`config.mk`:
```
export PLATFORM = sky130hd
export DESIGN_NAME = logicnet_input_quantizer
export DESIGN_NICKNAME = d
export VERILOG_FILES = /design/src/rtl/logicnet_quant_pkg.sv /design/src/rtl/logicnet_thermo_quant.sv /design/src/rtl/logicnet_input_quantizer.sv
export SDC_FILE = /design/constraint.sdc
export NUM_CORES = 2
export LEC_CHECK = 0
export CAP_MARGIN = 20
export CORE_MARGIN = 2
export CORE_UTILIZATION = 55
export DETAILED_ROUTE_END_ITERATION = 6
export HOLD_SLACK_MARGIN = 0.02
export PLACE_DENSITY = 0.71
export SYNTH_ARGS = -nofsm -noshare
export SYNTH_HDL_FRONTEND = slang
export SYNTH_HIERARCHICAL = 1
export SYNTH_SLANG_ARGS = --single-unit
```
`constraint.sdc`:
```
create_clock -name clk -period 12.5 [get_ports clk]
set_clock_uncertainty 0.05 [all_clocks]
set_input_delay 2.5 -clock clk [delete_from_list [all_inputs] [get_ports clk]]
set_output_delay 2.5 -clock clk [all_outputs]
set_load 0.005 [all_outputs]
```
`src/rtl/logicnet_quant_pkg.sv`:
```
// -----------------------------------------------------------------------------
// logicnet_quant_pkg
// Shared definitions for the LogicNets input quantizer:
//   CODE_W_DEFAULT / NTHR_DEFAULT - default code width and thresholds/feature
//   quant_state_e                 - collector FSM states
//   thr_addr()                    - flat threshold index feature*nthr + k
// -----------------------------------------------------------------------------
package logicnet_quant_pkg;

    localparam int CODE_W_DEFAULT = 2;
    localparam int NTHR_DEFAULT   = (2 ** CODE_W_DEFAULT) - 1;

    typedef enum logic [0:0] {
        COLLECT = 1'b0,
        HOLD    = 1'b1
    } quant_state_e;

    // Thresholds are stored feature-major, NTHR entries per feature.
    function automatic int thr_addr(input int feature, input int k, input int nthr);
        return (feature * nthr) + k;
    endfunction

endpackage

```
`src/rtl/logicnet_thermo_quant.sv`:
```
// -----------------------------------------------------------------------------
// logicnet_thermo_quant
// Combinational thermometer-count quantizer: code = number of thresholds the
// feature value is greater than or equal to (unsigned). Thresholds need not be
// sorted.
// Ports:
//   feat [FEAT_W]          raw feature value
//   thr  [NTHR][FEAT_W]    thresholds of this feature
//   code [CODE_W]          resulting count, 0..NTHR
// -----------------------------------------------------------------------------
module logicnet_thermo_quant
    import logicnet_quant_pkg::*;
#(
    parameter int FEAT_W = 16,
    parameter int CODE_W = CODE_W_DEFAULT,
    parameter int NTHR   = NTHR_DEFAULT
) (
    input  logic [FEAT_W-1:0]            feat,
    input  logic [NTHR-1:0][FEAT_W-1:0]  thr,
    output logic [CODE_W-1:0]            code
);

    // Population count of the threshold compares.
    always_comb begin
        code = '0;
        for (int k = 0; k < NTHR; k++) begin
            if (feat >= thr[k]) begin
                code = code + CODE_W'(1);
            end else begin
                code = code;
            end
        end
    end

endmodule

```
`src/rtl/logicnet_input_quantizer.sv`:
```
// -----------------------------------------------------------------------------
// logicnet_input_quantizer
// Collects NUM_FEATURES serial feature words, quantizes each against its
// programmable thresholds and presents the packed code vector downstream.
// Ports:
//   clk, rst                  clock, synchronous active-low reset
//   s_valid/s_ready/s_data/s_last   feature stream in
//   m_valid/m_ready/m_data    packed code vector out (feature i at [i*CODE_W +: CODE_W])
//   cfg_we/cfg_addr/cfg_data  threshold write port, index = feature*NTHR + k
//   err                       framing error pulse
// Build option:
//   LOGICNET_QUANT_LAST_CHECK_EN - check s_last against the feature count and
//   pulse err on mismatch; when undefined s_last is ignored and err stays 0.
// -----------------------------------------------------------------------------
module logicnet_input_quantizer
    import logicnet_quant_pkg::*;
#(
    parameter  int NUM_FEATURES = 16,
    parameter  int FEAT_W       = 16,
    parameter  int CODE_W       = CODE_W_DEFAULT,
    localparam int NTHR         = (2 ** CODE_W) - 1,
    localparam int NUM_THR      = NUM_FEATURES * NTHR,
    localparam int CFG_AW       = $clog2(NUM_THR),
    localparam int IDX_W        = (NUM_FEATURES > 1) ? $clog2(NUM_FEATURES) : 1
) (
    input  logic                           clk,
    input  logic                           rst,
    input  logic                           s_valid,
    output logic                           s_ready,
    input  logic [FEAT_W-1:0]              s_data,
    input  logic                           s_last,
    output logic                           m_valid,
    input  logic                           m_ready,
    output logic [NUM_FEATURES*CODE_W-1:0] m_data,
    input  logic                           cfg_we,
    input  logic [CFG_AW-1:0]              cfg_addr,
    input  logic [FEAT_W-1:0]              cfg_data,
    output logic                           err
);

    quant_state_e                    state_r;
    logic [IDX_W-1:0]                idx_r;
    logic                            s_ready_r;
    logic                            m_valid_r;
    logic                            err_r;
    logic [NUM_FEATURES*CODE_W-1:0]  m_data_r;
    logic [FEAT_W-1:0]               thr_r [NUM_THR];
    logic [NTHR-1:0][FEAT_W-1:0]     thr_sel_s;
    logic [CODE_W-1:0]               code_s;
    logic                            accept_s;
    logic                            last_idx_s;

    assign accept_s   = s_valid && s_ready_r;
    assign last_idx_s = (idx_r == IDX_W'(NUM_FEATURES - 1));

`ifndef LOGICNET_QUANT_LAST_CHECK_EN
    logic unused_s_last_s;
    assign unused_s_last_s = s_last;
`endif

    // Threshold register file; same-edge writes are seen by compares next cycle.
    always_ff @(posedge clk) begin
        if (!rst) begin
            for (int i = 0; i < NUM_THR; i++) begin
                thr_r[i] <= '1;
            end
        end else if (cfg_we && (int'(cfg_addr) < NUM_THR)) begin
            thr_r[cfg_addr] <= cfg_data;
        end
    end

    // Select the thresholds belonging to the feature currently being collected.
    always_comb begin
        thr_sel_s = '0;
        for (int k = 0; k < NTHR; k++) begin
            thr_sel_s[k] = thr_r[CFG_AW'(thr_addr(int'(idx_r), k, NTHR))];
        end
    end

    logicnet_thermo_quant #(
        .FEAT_W (FEAT_W),
        .CODE_W (CODE_W),
        .NTHR   (NTHR)
    ) u_thermo_quant (
        .feat (s_data),
        .thr  (thr_sel_s),
        .code (code_s)
    );

    // Collector FSM: buffer codes, hand the full vector downstream, registered outputs.
    always_ff @(posedge clk) begin
        if (!rst) begin
            state_r   <= COLLECT;
            idx_r     <= '0;
            s_ready_r <= 1'b0;
            m_valid_r <= 1'b0;
            m_data_r  <= '0;
            err_r     <= 1'b0;
        end else begin
            err_r <= 1'b0;
            case (state_r)
                COLLECT: begin
                    s_ready_r <= 1'b1;
                    if (accept_s) begin
                        // The output register doubles as the collection buffer;
                        // it is only observed once m_valid is raised.
                        m_data_r[int'(idx_r)*CODE_W +: CODE_W] <= code_s;
                        if (last_idx_s) begin
                            idx_r     <= '0;
                            state_r   <= HOLD;
                            m_valid_r <= 1'b1;
                            s_ready_r <= 1'b0;
`ifdef LOGICNET_QUANT_LAST_CHECK_EN
                            err_r     <= !s_last;
`endif
                        end else begin
`ifdef LOGICNET_QUANT_LAST_CHECK_EN
                            if (s_last) begin
                                // Early end of frame: drop the partial vector.
                                err_r <= 1'b1;
                                idx_r <= '0;
                            end else begin
                                idx_r <= idx_r + IDX_W'(1);
                            end
`else
                            idx_r <= idx_r + IDX_W'(1);
`endif
                        end
                    end
                end
                HOLD: begin
                    s_ready_r <= 1'b0;
                    if (m_ready) begin
                        m_valid_r <= 1'b0;
                        state_r   <= COLLECT;
                        s_ready_r <= 1'b1;
                    end
                end
                default: begin
                    state_r   <= COLLECT;
                    idx_r     <= '0;
                    s_ready_r <= 1'b0;
                    m_valid_r <= 1'b0;
                end
            endcase
        end
    end

    assign s_ready = s_ready_r;
    assign m_valid = m_valid_r;
    assign m_data  = m_data_r;
    assign err     = err_r;

endmodule
```
==> impl_metrics.csv <==
group,metric,value,unit
pwr,p_leak,22.4,nW
worst_setup_path,cp_slowest_stage_delay,0.99,ns
synth,synth_edf_count,1024,
floorplan,die-height,348,um
worst_setup_path,criticalPathCategory,"register to register",
timing,worst_slack,3.70,ns
global_route,grt_pass1_vias,42900,
worst_setup_path,path_max_fanout,87,
global_route,grt.total_usage,0.356,
drt,routedWlPerCell,34.4,um
worst_hold_path,hold_path_class,"register to register",
global_route,grt_max_degree,136,
placed_design,place.gp.congestion,1.01,
worst_setup_path,arrival,9.39,ns
final_layout,seq_area,31500,um2
worst_setup_path,cpMaxStageDelayCell,"dfxtp_4",
placed_design,pre_cts_ws,3.81,ns
synth,syn_area,65200,um2
floorplan,dieWidth,348,um
pwr,pwr-share-clk,0.364,
floorplan,initial_core_util,0.554,
pwr,power.switching,2.59,mW
floorplan,io_pins,79,
synth,synthArstFlopShare,0,
final_layout,area_growth,10.3,%
timing,fmax,114,MHz
synth,synth_top_area_frac,0.472,
global_route,grt_pass1_wl,306000,um
synth,synth-main-ff-cell,"edfxtp_1",
final_layout,finalNonFillerCells,6295,
final_layout,layout_common_cells,"1024 x edfxtp_1, 699 x mux4_2, 418 x or2_2, 307 x mux2i_1, 257 x conb_1",
clock_network,cts_setup_buffers,0,
synth,avgSynthCellArea,14.4,um2
synth,yosys_warnings,6,
floorplan,die_area,121000,um2
timing,tightest_slew,1.29,ns
pwr,combPwrFrac,0.180,
clock_network,cts.path.max_buffers,3,
drt,vias,45600,
clock_network,cts_tree,"yes",
timing,slew_viol_final,0,
worst_setup_path,path_buf_inv,5,
synth,synthCells,4541,
synth,yosys-top-cells-area,"edfxtp_1 47%, mux4_2 24%, mux2i_1 4.7%, or2_2 4.0%, nand2b_1 2.0%",
placed_design,portBuffers,76,
worst_setup_path,r2r_slack,3.70,ns
final_layout,fin_area,71900,um2
pwr,p_seq_frac,0.455,
clock_network,clock_latency,0.76,ns
pwr,p_int,6.81,mW
floorplan,rows,126,
clock_network,path_clk_slew,0.06,ns
clock_network,htree_levels,3,
clock_network,cts_sinks,1063,
floorplan,core_area,118000,um2
pwr,netSwitchingFraction,0.275,
timing,setup-tns-final,0,ns
drt,avgViaCountPerCell,7.24,
timing,fin_crit_sh,0.704,
final_layout,multi_input_area,32600,um2
worst_setup_path,required,13.10,ns
clock_network,postCtsResizedCells,0,
placed_design,dp.cells,6073,
timing,fin_crit,8.80,ns
clock_network,root_buffer,"clkbuf_16",
synth,ys_seq_area_frac,0.484,
final_layout,n_fill_cell,8808,
timing,hold_viol,0,
final_layout,final_common_cell,"edfxtp_1",
drt,drcViolationCount,3,
final_layout,final_nets,4761,
clock_network,ctsHoldBuffers,0,
global_route,grt_overflow,0,
timing,slew_headroom,0.136,
worst_setup_path,crit_chain,"inv_1, ha_4, buf_12, ha_4, buf_4, mux4_2, mux2i_1, o22ai_1, or4_1, inv_1, ha_1, nand3_1, nor2_1, a221o_1, a211o_1, xor2_1, buf_4, nand2_1, nor3_1, nand4_1, a21boi_0",
synth,synthDistinctLibCells,76,
job,max-cap-violations,0,
worst_setup_path,start_kind,"register",
placed_design,place_hpwl,142000,um
run_status,violations,"DRC",
placed_design,dpl-instance-area,68100,um2
worst_setup_path,endpoint_kind,"register",
worst_setup_path,cpLargestDelayFamily,"buffers and inverters",
synth,synth-seq-cells,1063,
timing,rsz0062_at_grt,"no",
drt,drt_pass1_iterations,7,
run_status,status,"finished, violations left",
pwr,ir_drop,107,uV
global_route,antenna_found_initial,10,
drt,routed_wl,217000,um
pwr,power_density,131,nW/um2
timing,finalSetupViolCount,0,
drt,first_iter_violations,7452,
drt,antenna_left,0,
synth,synth_top_area_cell,"edfxtp_1",
clock_network,cts_made_buffers,114,
final_layout,drive_gt1_frac,0.318,
power by group through the flow:
stage / sequential, mW / clock [mW] / combinational (mW)
after floorplan: 4.28 / 0 / 1.12
after global placement: 4.33 / 0 / 1.62
after detailed placement: 4.35 / 0 / 1.63
after CTS: 4.27 / 3.43 / 1.64
after global routing: 4.30 / 3.56 / 1.76
final: 4.28 / 3.42 / 1.70
worst reg2reg max path, stage by stage, from the launching register on:
cell and delay [ns]:
dfxtp_4 0.99, inv_1 0.42, ha_4 0.82, buf_12 0.56, ha_4 0.85, buf_4 0.86
mux4_2 0.46, mux2i_1 0.45, o22ai_1 0.16, or4_1 0.71, inv_1 0.11, ha_1 0.25
nand3_1 0.08, nor2_1 0.05, a221o_1 0.32, a211o_1 0.36, xor2_1 0.21, buf_4 0.23
nand2_1 0.10, nor3_1 0.31, nand4_1 0.13, a21boi_0 0.23
metrics by stage:
stage / hold slack (ns) / power (mW) / utilization
4_1_cts: 0.435 / 9.35 / 0.610
6_report: 0.432 / 9.40 / 0.610
3_5_place_dp: 0.426 / 5.98 / 0.578
5_1_grt: 0.460 / 9.62 / 0.610
3_3_place_gp: 0.420 / 5.95 / 0.578
2_1_floorplan: 0.422 / 5.40 / -
synth_stat cells (all sizes together) (62+ instances only):
master and n:
nand2 176, mux4 699, nor2 62, a21oi 98, nand2b 210, buf 178
a211oi 89, mux2i 307, or2 420, o22ai 94, inv 73, o21ai 68
or3 163, edfxtp 1024, clkbuf 292, o221ai 66, nand3 70
state kept, by name, indices dropped and copies added (netlist names):
| signal | flops |
|---|---|
| idx_r | 4 |
| m_data | 32 |
| m_valid | 1 |
| s_ready | 1 |
| state_r | 1 |
| thr_r | 1024 |
final timing paths:
check,depth (start not counted),to,start
hold reg to reg,2,m_data[21],m_data[21]
setup reg to reg,21,m_data[16],idx_r[0]
hold / removal,2,m_data[21],m_data[21]
setup / recovery,21,m_data[16],idx_r[0]
cells by family after synthesis:
logic type | share of synthesized area
muxes | 0.295
AOI/OAI and AO/OA | 0.0606
DFF | 0.484
adders and majority gates | 0.0118
and+or+nand+nor | 0.110
other | 0.0000575
xor gates and xnor gates | 0.00292
buffers and inverters | 0.0355
routing by layer:
layer / GRT usage / vias to the layer above / share of wire
li1: - / 18200 / -
met1: 0.492 / 23300 / 0.36
met2: 0.519 / 3540 / 0.44
met3: 0.118 / 591 / 0.15
met4: 0.154 / 4 / 0.048
met5: 0.00600 / - / 0.00048
area by class of cell:
cell class	count	area share
antenna	6	0.000209
clock buffer	151	0.0435
sequential	1063	0.439
multi-input combinational	3191	0.453
timing repair buffer	213	0.0260
tap	1536	0.0267
inverter	73	0.00381
clock inverter	62	0.00782
Power figures use the tool's default switching activity.
